## config.mk

```make
export PLATFORM = sky130hd
export DESIGN_NAME = dff_pipe
export DESIGN_NICKNAME = d
export VERILOG_FILES = /design/src/rtl/dff_pipe.sv
export SDC_FILE = /design/constraint.sdc
export NUM_CORES = 1
export LEC_CHECK = 0
export BUFFER_PORTS_ARGS = -buffer_cell sky130_fd_sc_hd__buf_2
export CAP_MARGIN = 30
export CORE_AREA = 5 5 63 59
export CTS_CLUSTER_SIZE = 16
export DETAILED_ROUTE_END_ITERATION = 7
export DIE_AREA = 0 0 68 64
export PLACE_DENSITY = 0.86
export REMOVE_ABC_BUFFERS = 1
export SLEW_MARGIN = 10
export SYNTH_ARGS = -nofsm -noshare
export SYNTH_HDL_FRONTEND = slang
export SYNTH_SLANG_ARGS = --single-unit
```

## constraint.sdc

```tcl
create_clock -name clk -period 2.1 [get_ports clk]
set_input_delay 0 -clock clk [delete_from_list [all_inputs] [get_ports clk]]
set_output_delay 0 -clock clk [all_outputs]
set_load 0.01 [all_outputs]
```

## src/rtl/dff_pipe.sv

```systemverilog
// Stallable, flushable register delay line: WIDTH-bit words through DEPTH stages with valid tracking.
// Optional tap mux on any stage when DFF_PIPE_TAP_EN is defined.
module dff_pipe #(
  parameter int WIDTH = 8,
  parameter int DEPTH = 4,
  parameter logic [WIDTH-1:0] RST_VAL = '0,
  localparam int OCC_W = $clog2(DEPTH + 1)
) (
  input  logic             clk,
  input  logic             sync_reset,
  input  logic             i_en,
  input  logic             i_flush,
  input  logic             i_valid,
  input  logic [WIDTH-1:0] i_value,
  output logic             o_valid,
  output logic [WIDTH-1:0] o_value,
  output logic [OCC_W-1:0] o_occupancy
`ifdef DFF_PIPE_TAP_EN
  ,
  input  logic [((DEPTH > 1) ? $clog2(DEPTH) : 1)-1:0] i_tap_sel,
  output logic [WIDTH-1:0] o_tap_value,
  output logic             o_tap_valid
`endif
);

  if (DEPTH < 1 || DEPTH > 64 || WIDTH < 1) begin : g_bad_param
    $error("dff_pipe: illegal parameters WIDTH=%0d DEPTH=%0d", WIDTH, DEPTH);
  end

  logic [WIDTH-1:0] data_q [DEPTH];
  logic [DEPTH-1:0] vld_q;
  logic [OCC_W-1:0] occ_q;
  logic [OCC_W:0]   occ_sum;

  // One extra bit so a full pipe taking a valid word does not wrap before the exit subtracts.
  assign occ_sum = {1'b0, occ_q} + (OCC_W+1)'(i_valid) - (OCC_W+1)'(vld_q[DEPTH-1]);

  always_ff @(posedge clk) begin
    if (sync_reset || i_flush) begin
      for (int k = 0; k < DEPTH; k++) begin
        data_q[k] <= RST_VAL;
      end
      vld_q <= '0;
      occ_q <= '0;
    end else if (i_en) begin
      data_q[0] <= i_value;
      vld_q[0]  <= i_valid;
      for (int k = 1; k < DEPTH; k++) begin
        data_q[k] <= data_q[k-1];
        vld_q[k]  <= vld_q[k-1];
      end
      occ_q <= occ_sum[OCC_W-1:0];
    end
  end

  assign o_valid     = vld_q[DEPTH-1];
  assign o_value     = data_q[DEPTH-1];
  assign o_occupancy = occ_q;

`ifdef DFF_PIPE_TAP_EN
  // Out-of-range selects fall through to the reset value.
  always_comb begin
    o_tap_value = RST_VAL;
    o_tap_valid = 1'b0;
    for (int k = 0; k < DEPTH; k++) begin
      if (int'(i_tap_sel) == k) begin
        o_tap_value = data_q[k];
        o_tap_valid = vld_q[k];
      end
    end
  end
`endif

endmodule
```

Word-level counts from Yosys, hierarchy flattened --
Memory sizes are Yosys's and may differ from the RTL's. Cells that the tools add are included. Widths: inputs -> output; s select.
Cells by class: reduce and logical (&&, ||, !) cells 1, bitwise operators 4, add/subtract/negate cells 2, multiplexer cells 9
Operators with widths (count):
- $mux 8 | 4
- $mux 1 | 5
- $or 1x1->1 | 4
- $add 3x1->3 | 1
- $sub 3x1->3 | 1
- $logic_or 1x1->1 | 1
Storage, ports and cells: logic and storage cells 19, memories kept 1, memory bits (writable) 32, register bits 7
Memory list:
- data_q | depth 4, bits a word 8, rd ports 4, clocked after Yosys merged registers in 0, write ports 4, RTL line 30 | logic [WIDTH-1:0] data_q [DEPTH];

Logic depth before layout (Yosys ltp) --
Gate-level depths: netlist of run 1.
depth in word-level cells 4, depth in mapped cells 9, depth with buffers taken out 9

Worst setup path before layout of run 1 --
Ideal clock, no wire load.
kind register to register, start reg occ_q[0] (netlist: o_occupancy[0]), end reg occ_q[2] (netlist: o_occupancy[2]), path buffers 0, slack 0.271 ns, clock period less this slack 1.829 ns, arrival time 1.713 ns, required time 1.984 ns, stages on the path, launching flop included 10, cell sequence dfxtp_1 > inv_1 > ha_1 > inv_1 > ha_1 > inv_1 > fa_1 > xor2_1 > a211oi_1 > a31o_2
On the way: cells in the longest elaborated chain, start to end 2
Ends and longest elaborated chain:
- start: declaration | RTL line 32 | logic [OCC_W-1:0] occ_q;
- start signal: assignment | RTL line 52 | occ_q <= occ_sum[OCC_W-1:0];
- $add 3x1->3 | RTL line 36 | assign occ_sum = {1'b0, occ_q} + (OCC_W+1)'(i_valid) - (OCC_W+1)'(vld_q[DEPTH-1]);
- $sub 3x1->3 | RTL line 36
Every way passes these cells. A chain may end at the register's enable or synchronous reset.

Worst setup path in the final report of run 1 --
Ends and elaborated chain as after synthesis.

==> flow_summary.yaml, run 1 <==
cts:
  clock_latency_ns: 0.32
  numClockSinks: 39
  clk_transition_reported_paths_ns: 0.10
  number_of_setup_buffers_added_after_cts: 0
  maximum_level_of_the_cts_h_tree: 2
  cts_tree: "done"
  clock-root-buffer: "sky130_fd_sc_hd__clkbuf_4"
  tritoncts.num_buffers: 5
  cts_buffer_depth: 2
timing:
  achievable-frequency_ghz: 0.532
  timing.final.max_slew_violations: 0
  setup_repair_after_global_routing_missed_its_margin: "false"
  finalSetupViolCount: 0
  slew_headroom_pct: 69.8
  setup-tns-final_ns: 0
  final_critical_path_time_including_i_o_delays_and_setup_ns: 1.88
  hold_violations_final: 0
  min_period_over_period_pct: 89.5
  tightestPinTransition_ns: 0.453
  finalClockSkew_ns: 0.00268
detailed_routing:
  vias: 810
  routed_wire_length_per_instance_um: 11.1
  drt_pass1_iterations: 3
  drtAntennaViolNets: 0
  detail_route.drc_violations: 0
  route.final.wire_length_um: 2030
  via_per_inst: 4.45
  detailedRoute.firstIterationViolations: 16
place:
  placement.io_buffers: 24
  hpwl_um: 1330
  placer_congestion_estimate: 0.669
critical_path:
  regToRegStartpoint: "o_occupancy[0]"
  setup.worst_path.class: "flop to flop"
  cp_required_ns: 2.33
  critPathMaxStageDelay_ns: 0.37
  critPathCaptureType: "flop"
  crit_arrival_ns: 2.11
  timing.critical_path.slowest_stage_cell: "sky130_fd_sc_hd__fa_1"
  cp-start-kind: "flop"
  cp_common_cell: "sky130_fd_sc_hd__inv_1"
  worstReg2RegEnd: "o_occupancy[2]"
  number_of_cells_traversed_by_the_worst_register_to_register_path: 9
  r2r_slack_ns: 0.22
  timing.critical_path.cells: "inv_1 -> ha_1 -> inv_1 -> ha_1 -> inv_1 -> fa_1 -> xor2_1 -> a211oi_1 -> a31o_2"
  worstPathMaxFanout: 3
yosys:
  synth-compound-area-share_pct: 1.53
  synth_area_leader_cell: "sky130_fd_sc_hd__edfxtp_1"
  avgSynthCellArea_um2: 15.1
  synth.yosys.seq_area_share_pct: 70.7
  synth-simple-area-share_pct: 16.6
  combinational_family_with_the_most_area_after_synthesis: "simple AND/OR/NAND/NOR gates"
  gate_count_of_the_mapped_netlist: 103
  synth.area.top_cells: "sky130_fd_sc_hd__edfxtp_1 62%, sky130_fd_sc_hd__and2_1 13%, sky130_fd_sc_hd__dfxtp_1 9.0%, sky130_fd_sc_hd__mux2i_1 3.2%, sky130_fd_sc_hd__buf_6 2.9%"
  yosysWarningCount: 0
  mappedNetlistArea_um2: 1560
  number_of_synthesized_register_bits: 39
  synth.lib_cells_used.distinct: 16
  post-synth-top-area-fraction_pct: 61.7
  synth_xor_xnor_area_share_pct: 0.563
  synthMuxAreaShare_pct: 3.22
  adder_and_majority_gate_portion_of_the_synthesized_area_pct: 2.89
floorplanning:
  die_width_um: 68
  core-area_um2: 2970
  area_enclosed_by_the_die_boundary_um2: 4350
  fp-row-count: 19
  initial_core_util_pct: 52.4
  io-pin-count: 25
  chipHeight_um: 64
global_routing:
  number_of_global_route_vias_before_repair: 828
  grt_first_pass_wirelength_um: 3420
  grt_antenna_before_repair: 0
  global_routing_usage_summed_across_all_routing_layers_pct: 10.8
  grt_max_degree: 33
  grt-ovfl-total: 0
power:
  worst_ir_drop_vdd_mv: 0.453
  power_leakage_nw: 0.811
  power.density_cell_area_nw_per_um2: 703
  finalPower_mw: 1.28
hold_path:
  holdCritPathClass: "primary input to flop"
  hp-start: "i_en"
  holdPathEnd: "o_occupancy[1]"
  hold_path_depth: 2
finish:
  filler_cell_count: 209
  insertedDiodeCount: 0
  number_of_nets_in_the_layout: 155
  layout-area-overhead-vs-synth_pct: 17.3
  layout-drive-gt1-share_pct: 22.9
status:
  outcome: "finished, final reports clean"
run:
  max_cap_viol_count: 0
-- cell usage after synthesis --
| cell | number |
|---|---|
| sky130_fd_sc_hd__a31o_2 | 1 |
| sky130_fd_sc_hd__nor2_8 | 1 |
| sky130_fd_sc_hd__or2_1 | 1 |
| sky130_fd_sc_hd__or3_1 | 1 |
| sky130_fd_sc_hd__fa_1 | 1 |
| sky130_fd_sc_hd__xor2_1 | 1 |
| sky130_fd_sc_hd__nor2_1 | 7 |
| sky130_fd_sc_hd__inv_1 | 5 |
| sky130_fd_sc_hd__a211oi_1 | 2 |
| sky130_fd_sc_hd__dfxtp_1 | 7 |
| sky130_fd_sc_hd__edfxtp_1 | 32 |
| sky130_fd_sc_hd__and2_1 | 32 |
| sky130_fd_sc_hd__buf_2 | 1 |
| sky130_fd_sc_hd__mux2i_1 | 5 |
| sky130_fd_sc_hd__ha_1 | 2 |
| sky130_fd_sc_hd__buf_6 | 4 |
-- repair_timing --
action                    CTS  global route
hold endpoints to repair    9             0
resized for setup           0             0
hold buffers                9             0
-- cell families after synthesis --
logic type,Yosys count
xor gates and xnor gates,1
buffers and inverters,10
and+or+nand+nor,42
muxes,5
DFF,39
adders and majority gates,3
AOI/OAI and AO/OA,3
-- cell type report --
type | instances | area [um2] | share of cell area (%)
Clock inverter | 2 | 7.51 | 0.411
Inverter | 5 | 18.8 | 1.03
Tap cell | 42 | 52.6 | 2.88
Timing Repair Buffer | 34 | 218 | 11.9
Clock buffer | 6 | 41.3 | 2.26
Multi-Input combinational cell | 54 | 387 | 21.2
Sequential cell | 39 | 1100 | 60.3
-- worst max-delay path by stage --
stage / from / endpoint / slack, ns
after floorplan: o_occupancy[0] / o_occupancy[2] / 0.26
after global placement: o_occupancy[0] / o_occupancy[2] / 0.30
after detailed placement: o_occupancy[0] / o_occupancy[2] / 0.22
after CTS: o_occupancy[0] / o_occupancy[2] / 0.22
after global routing: o_occupancy[0] / o_occupancy[2] / 0.10
final: o_occupancy[0] / o_occupancy[2] / 0.22
-- sequential cells by signal (all words and copies together), names as in the netlist --
name and flops:
data_q 32, vld_q 4, o_occupancy 3
-- placed cells by master (no fill, tap or decap), types with 2 or more instances in the layout --
| cell | instances |
|---|---|
| sky130_fd_sc_hd__inv_1 | 5 |
| sky130_fd_sc_hd__dlygate4sd3_1 | 9 |
| sky130_fd_sc_hd__dfxtp_1 | 7 |
| sky130_fd_sc_hd__a211oi_1 | 2 |
| sky130_fd_sc_hd__edfxtp_1 | 32 |
| sky130_fd_sc_hd__clkinv_1 | 2 |
| sky130_fd_sc_hd__mux2i_1 | 5 |
| sky130_fd_sc_hd__ha_1 | 2 |
| sky130_fd_sc_hd__nor2_1 | 7 |
| sky130_fd_sc_hd__and2_1 | 32 |
| sky130_fd_sc_hd__clkbuf_4 | 5 |
| sky130_fd_sc_hd__buf_2 | 24 |
-- stage by stage --
step	utilization [%]	instances	hold slack, ns	worst slack (ns)	cell area, um2
after CTS	61.4	182	0.0409	0.217	1830
final	61.4	182	0.0578	0.221	1830
after floorplan	-	98	0.0946	0.263	1510
after detailed placement	56.8	165	0.278	0.223	1690
after global placement	56.8	165	0.270	0.302	1690
after global routing	61.4	182	0.0615	0.104	1830
-- routing by layer --
layer	part of all wire (%)	wire length [um]	GRT usage (%)	vias up
li1	-	-	-	420
met1	34	691	9.32	363
met2	58	1180	20.5	22
met3	6.4	129	3.85	5
met4	1.6	32	5.96	0
met5	0	0	0	-
-- report_power, final --
part           switching [mW]  leakage [nW]  internal, mW  total [mW]
registers             0.00776         0.428         0.865       0.873
clock network           0.208        0.0273         0.124       0.332
logic                  0.0403         0.355        0.0384      0.0787
-- worst max-delay path, delay by kind of cell, from the launching register on --
kind	cells	cell delay (ns)
compound gates	2	0.33
xor+xnor	1	0.18
flops	1	0.36
buf+inv	3	0.16
fa+ha+maj	3	0.76
Note: power is estimated with default switching activity, not from simulation.
==> inputs of run 2 (changes only) <==
PLACE_DENSITY = not set   (was 0.86)
PLACE_DENSITY_LB_ADDON = 0.08   (was not set)
==> run 2 against run 1 <==
Maximum frequency grew 0.78%; non-clock buffer count is the same; sequential share of layout area grew 0.083 points; clock power shrank 1%; first-iteration DRC count grew 110%; cell count shrank 0.55%; setup slack gained 0.014 ns; core utilization shrank 0.084 points; sequential power is essentially flat; via count grew 0.62%; routed wire length shrank 11%; critical path type unchanged; largest cell class unchanged; largest power group unchanged.
==> flow_summary.yaml, run 2 (same netlist as run 1, synthesis figures left out) <==
status:
  outcome: "finished, final reports clean"
global_routing:
  grt_first_pass_wirelength_um: 3060
  grt-ovfl-total: 0
  number_of_global_route_vias_before_repair: 712
  grt_max_degree: 33
  global_routing_usage_summed_across_all_routing_layers_pct: 9.56
  grt_antenna_before_repair: 0
critical_path:
  setup.worst_path.class: "flop to flop"
  worstPathMaxFanout: 3
  critPathCaptureType: "flop"
  critPathMaxStageDelay_ns: 0.37
  cp-start-kind: "flop"
  r2r_slack_ns: 0.24
  number_of_cells_traversed_by_the_worst_register_to_register_path: 9
  regToRegStartpoint: "o_occupancy[0]"
  critical_path.n_buffers_inverters: 3
  timing.critical_path.slowest_stage_cell: "sky130_fd_sc_hd__fa_1"
  timing.critical_path.cells: "inv_1 -> ha_1 -> inv_1 -> ha_1 -> inv_1 -> fa_1 -> xor2_1 -> a211oi_1 -> a31o_2"
  worstReg2RegEnd: "o_occupancy[2]"
  path_delay_family: "adder cells"
  crit_arrival_ns: 2.10
  cp_common_cell: "sky130_fd_sc_hd__inv_1"
  cp_required_ns: 2.33
finish:
  filler_cell_count: 233
  number_of_nets_in_the_layout: 155
  layout-area-overhead-vs-synth_pct: 17.1
  insertedDiodeCount: 0
  layout-drive-gt1-share_pct: 23.7
  largest_register_ff_count: 32
  regMostFlops: "data_q"
  final_cell_mix: "32 x sky130_fd_sc_hd__and2_1, 32 x sky130_fd_sc_hd__edfxtp_1, 24 x sky130_fd_sc_hd__buf_2, 9 x sky130_fd_sc_hd__dlygate4sd3_1"
detailed_routing:
  drtAntennaViolNets: 0
  routed_wire_length_per_instance_um: 9.93
  detail_route.drc_violations: 0
  detailedRoute.firstIterationViolations: 34
  route.final.wire_length_um: 1800
  vias: 815
  drt_pass1_iterations: 4
  via_per_inst: 4.50
hold_path:
  holdPathEnd: "o_occupancy[1]"
  holdCritPathClass: "primary input to flop"
  hold_path_depth: 2
  hp-start: "i_en"
timing:
  min_period_over_period_pct: 88.8
  slew_headroom_pct: 70.9
  timing.final.max_slew_violations: 0
  setup-tns-final_ns: 0
  achievable-frequency_ghz: 0.536
  setup_repair_after_global_routing_missed_its_margin: "false"
  tightestPinTransition_ns: 0.437
  hold_slack_final_ns: 0.0503
  final_critical_path_time_including_i_o_delays_and_setup_ns: 1.86
  finalSetupViolCount: 0
  finalClockSkew_ns: 0.00512
  postLayoutSetupSlackWorst_ns: 0.235
  hold_violations_final: 0
floorplanning:
  die_width_um: 68
  core-area_um2: 2970
  area_enclosed_by_the_die_boundary_um2: 4350
  chipHeight_um: 64
  initial_core_util_pct: 52.4
  io-pin-count: 25
  fp-row-count: 19
power:
  power_leakage_nw: 0.812
  power.density_cell_area_nw_per_um2: 701
  worst_ir_drop_vdd_mv: 0.448
place:
  hpwl_um: 1160
  placer_congestion_estimate: 0.655
  place_worst_setup_slack_ns: 0.235
  placement.io_buffers: 24
cts:
  clock-root-buffer: "sky130_fd_sc_hd__clkbuf_4"
  postCtsResizedCells: 0
  clk_transition_reported_paths_ns: 0.10
  tritoncts.num_buffers: 5
  numClockSinks: 39
  maximum_level_of_the_cts_h_tree: 2
  cts_tree: "done"
  clock_latency_ns: 0.33
  cts_buffer_depth: 2
  number_of_setup_buffers_added_after_cts: 0
run:
  max_cap_viol_count: 0
## run 2: cell types whose count changed in the layout (fill, tap and decap cells not counted)
cell | previous run | this run
sky130_fd_sc_hd__clkinv_2 | 0 | 1
sky130_fd_sc_hd__clkinv_1 | 2 | 1
sky130_fd_sc_hd__clkbuf_1 | 1 | 0
## run 2: stage by stage
| step | utilization [%] | total power, mW | instance area [um2] | instances |
|---|---|---|---|---|
| after floorplan | - | 0.926 | 1510 | 98 |
| after global routing | 61.3 | 1.35 | 1820 | 181 |
| after CTS | 61.3 | 1.30 | 1820 | 181 |
| after global placement | 56.8 | 0.952 | 1690 | 165 |
| final | 61.3 | 1.28 | 1820 | 181 |
| after detailed placement | 56.8 | 0.957 | 1690 | 165 |
## run 2: how the worst max path moves through the flow
stage              startpoint             end  slack (ns)  depth (start not counted)
3_3_place_gp   o_occupancy[0]  o_occupancy[2]        0.30                          9
4_1_cts        o_occupancy[0]  o_occupancy[2]        0.22                          9
6_report       o_occupancy[0]  o_occupancy[2]        0.24                          9
5_1_grt        o_occupancy[0]  o_occupancy[2]        0.09                          9
2_1_floorplan  o_occupancy[0]  o_occupancy[2]        0.26                          9
3_5_place_dp   o_occupancy[0]  o_occupancy[2]        0.23                          9
## run 2: routing by layer
metal / routed length [um] / part of all wire [%] / vias to the layer above / GRT usage [%]
met5: 0 / 0 / - / 0
met4: 27 / 1.5 / 0 / 2.98
met3: 167 / 9.3 / 3 / 6.13
met2: 884 / 49 / 26 / 15.2
met1: 719 / 40 / 367 / 10.4
li1: - / - / 419 / -
## run 2: cell type report
type / count / area, um2 / share of cell area [%]
flip-flops and latches: 39 / 1100 / 60.4
multi-input cells: 54 / 387 / 21.2
clock inverters: 2 / 8.76 / 0.480
clock buffers: 5 / 37.5 / 2.06
well taps: 42 / 52.6 / 2.88
repair buffers: 34 / 218 / 11.9
inverters: 5 / 18.8 / 1.03
## run 2: worst register-to-register path, cell delays in order (launching register included)
cell	delay (ns)
sky130_fd_sc_hd__dfxtp_1	0.36
sky130_fd_sc_hd__inv_1	0.05
sky130_fd_sc_hd__ha_1	0.26
sky130_fd_sc_hd__inv_1	0.05
sky130_fd_sc_hd__ha_1	0.12
sky130_fd_sc_hd__inv_1	0.05
sky130_fd_sc_hd__fa_1	0.37
sky130_fd_sc_hd__xor2_1	0.18
sky130_fd_sc_hd__a211oi_1	0.10
sky130_fd_sc_hd__a31o_2	0.23
## run 2: repair_timing
item	4_1_cts	5_1_grt
endpoints found under the setup margin	0	0
hold buffers	9	0
hold endpoints to repair	9	0
## run 2: report_power, final
part	total [mW]	leakage (nW)	internal, mW	switching (mW)
Combinational	0.0780	0.355	0.0384	0.0396
Clock	0.328	0.0285	0.119	0.210
Sequential	0.872	0.428	0.865	0.00689
Total	1.28	0.812	1.02	0.256
==> inputs of run 3 (changes only) <==
==> constraint.sdc (replaced) <==
create_clock -name clk -period 2.1 [get_ports clk]
set_input_delay 0.105 -clock clk [delete_from_list [all_inputs] [get_ports clk]]
set_output_delay 0.105 -clock clk [all_outputs]
set_load 0.01 [all_outputs]
==> run 3 against run 2 <==
Via count decreased by 5.5%; flip-flop and latch count stayed put; register-to-register slack barely moved.
==> flow_summary.yaml, run 3 (same netlist as run 1, synthesis figures left out) <==
timing:
  slew_headroom_pct: 71.0
  tightestPinTransition_ns: 0.435
  timing.final.max_slew_violations: 0
  finalSetupViolCount: 0
  setup-tns-final_ns: 0
  setup_repair_after_global_routing_missed_its_margin: "false"
  finalClockSkew_ns: 0.00375
  hold_violations_final: 0
  achievable-frequency_ghz: 0.536
  min_period_over_period_pct: 88.8
  final_critical_path_time_including_i_o_delays_and_setup_ns: 1.86
place:
  placer_congestion_estimate: 0.655
  placement.io_buffers: 24
  hpwl_um: 1160
  dp_cells: 165
cts:
  clock_latency_ns: 0.33
  numClockSinks: 39
  cts_buffer_depth: 2
  clock-root-buffer: "sky130_fd_sc_hd__clkbuf_4"
  cts_tree: "done"
  maximum_level_of_the_cts_h_tree: 2
  number_of_setup_buffers_added_after_cts: 0
  postCtsResizedCells: 0
  tritoncts.num_buffers: 5
  clk_transition_reported_paths_ns: 0.10
  post_cts_hold_buffer_count: 0
power:
  internal_power_consumption_mw: 1.01
  switching_share_pct: 20.1
  power.share.combinational_pct: 5.1
  total_switching_power_uw: 255
  power.density_cell_area_nw_per_um2: 731
  sequentialPowerShare_pct: 68.9
  clockPowerShare_pct: 26.0
  worst_ir_drop_vdd_mv: 0.445
  power_leakage_nw: 0.774
detailed_routing:
  routed_wire_length_per_instance_um: 9.86
  route.final.wire_length_um: 1700
  via_per_inst: 4.48
  drtAntennaViolNets: 0
  vias: 770
  top_layer: "met4"
  detail_route.drc_violations: 0
  met1_length_um: 745
  detailedRoute.firstIterationViolations: 27
  met2_wirelength_um: 751
  detailroute.wirelength.met3_um: 172
  drt_pass1_iterations: 4
critical_path:
  crit_arrival_ns: 2.10
  setup.worst_path.class: "flop to flop"
  r2r_slack_ns: 0.24
  worstReg2RegEnd: "o_occupancy[2]"
  cp-start-kind: "flop"
  regToRegStartpoint: "o_occupancy[0]"
  number_of_cells_traversed_by_the_worst_register_to_register_path: 9
  critPathCaptureType: "flop"
  cp_required_ns: 2.33
  worstPathMaxFanout: 3
global_routing:
  global_routing_usage_summed_across_all_routing_layers_pct: 8.91
  grt_max_degree: 33
  number_of_global_route_vias_before_repair: 674
  grt-ovfl-total: 0
  grt_first_pass_wirelength_um: 2840
  grt_antenna_before_repair: 0
floorplanning:
  core-area_um2: 2970
  area_enclosed_by_the_die_boundary_um2: 4350
  fp-row-count: 19
  die_width_um: 68
  io-pin-count: 25
  initial_core_util_pct: 52.4
  chipHeight_um: 64
hold_path:
  hp-start: "i_value[4]"
  holdCritPathClass: "primary input to flop"
  hold_path_depth: 2
  holdPathEnd: "data_q[0][4]"
finish:
  final_cell_mix: "32 x sky130_fd_sc_hd__and2_1, 32 x sky130_fd_sc_hd__edfxtp_1, 24 x sky130_fd_sc_hd__buf_2, 7 x sky130_fd_sc_hd__nor2_1, 7 x sky130_fd_sc_hd__dfxtp_1"
  layout-area-overhead-vs-synth_pct: 11.3
  layout-drive-gt1-share_pct: 25.4
  regMostFlops: "data_q"
  final-instance-count-excl-fill: 172
  insertedDiodeCount: 0
  number_of_nets_in_the_layout: 146
  filler_cell_count: 241
  largest_register_ff_count: 32
status:
  outcome: "finished, final reports clean"
run:
  max_cap_viol_count: 0
==> run 3: cell types whose count changed in the layout (fill, tap and decap cells not counted) <==
cell and delta:
sky130_fd_sc_hd__dlygate4sd3_1 -9
==> run 3: layer usage <==
| layer | track usage, % | up-vias |
|---|---|---|
| met5 | 0 | - |
| li1 | - | 400 |
| met2 | 13.6 | 26 |
| met4 | 2.98 | 0 |
| met3 | 5.95 | 3 |
| met1 | 9.94 | 341 |
==> run 3: final cells by class <==
| cell class | count | area (um2) | area share (%) |
|---|---|---|---|
| tap | 42 | 52.6 | 3.03 |
| clock inverter | 2 | 8.76 | 0.505 |
| timing repair buffer | 25 | 128 | 7.36 |
| sequential | 39 | 1100 | 63.5 |
| multi-input combinational | 54 | 387 | 22.3 |
| inverter | 5 | 18.8 | 1.08 |
| clock buffer | 5 | 37.5 | 2.17 |
==> run 3: power by group through the flow <==
stage	registers, mW	logic, mW	clock network [mW]
4_1_cts	0.872	0.0669	0.349
6_report	0.872	0.0650	0.329
3_5_place_dp	0.890	0.0667	0
5_1_grt	0.875	0.0740	0.383
2_1_floorplan	0.894	0.0318	0
3_3_place_gp	0.889	0.0637	0
==> run 3: worst max-delay path by stage <==
stage / startpoint / end / slack, ns
final: o_occupancy[0] / o_occupancy[2] / 0.24
after global routing: o_occupancy[0] / o_occupancy[2] / 0.09
after CTS: o_occupancy[0] / o_occupancy[2] / 0.22
after detailed placement: o_occupancy[0] / o_occupancy[2] / 0.23
after global placement: o_occupancy[0] / o_occupancy[2] / 0.30
after floorplan: o_occupancy[0] / o_occupancy[2] / 0.26
==> run 3: stage by stage <==
step	total power [mW]	util (%)	worst slack [ns]	instance area, um2	hold WS [ns]
2_1_floorplan	0.926	-	0.263	1510	0.200
3_3_place_gp	0.952	56.8	0.304	1690	0.378
3_5_place_dp	0.957	56.8	0.235	1690	0.384
4_1_cts	1.29	58.3	0.221	1730	0.0200
5_1_grt	1.33	58.3	0.0950	1730	0.0176
6_report	1.27	58.3	0.236	1730	0.0471
==> run 3: critical path, stage by stage (launching register included) <==
cell                       delay [ns]
sky130_fd_sc_hd__dfxtp_1         0.36
sky130_fd_sc_hd__inv_1           0.05
sky130_fd_sc_hd__ha_1            0.26
sky130_fd_sc_hd__inv_1           0.05
sky130_fd_sc_hd__ha_1            0.12
sky130_fd_sc_hd__inv_1           0.05
sky130_fd_sc_hd__fa_1            0.37
sky130_fd_sc_hd__xor2_1          0.18
sky130_fd_sc_hd__a211oi_1        0.10
sky130_fd_sc_hd__a31o_2          0.23
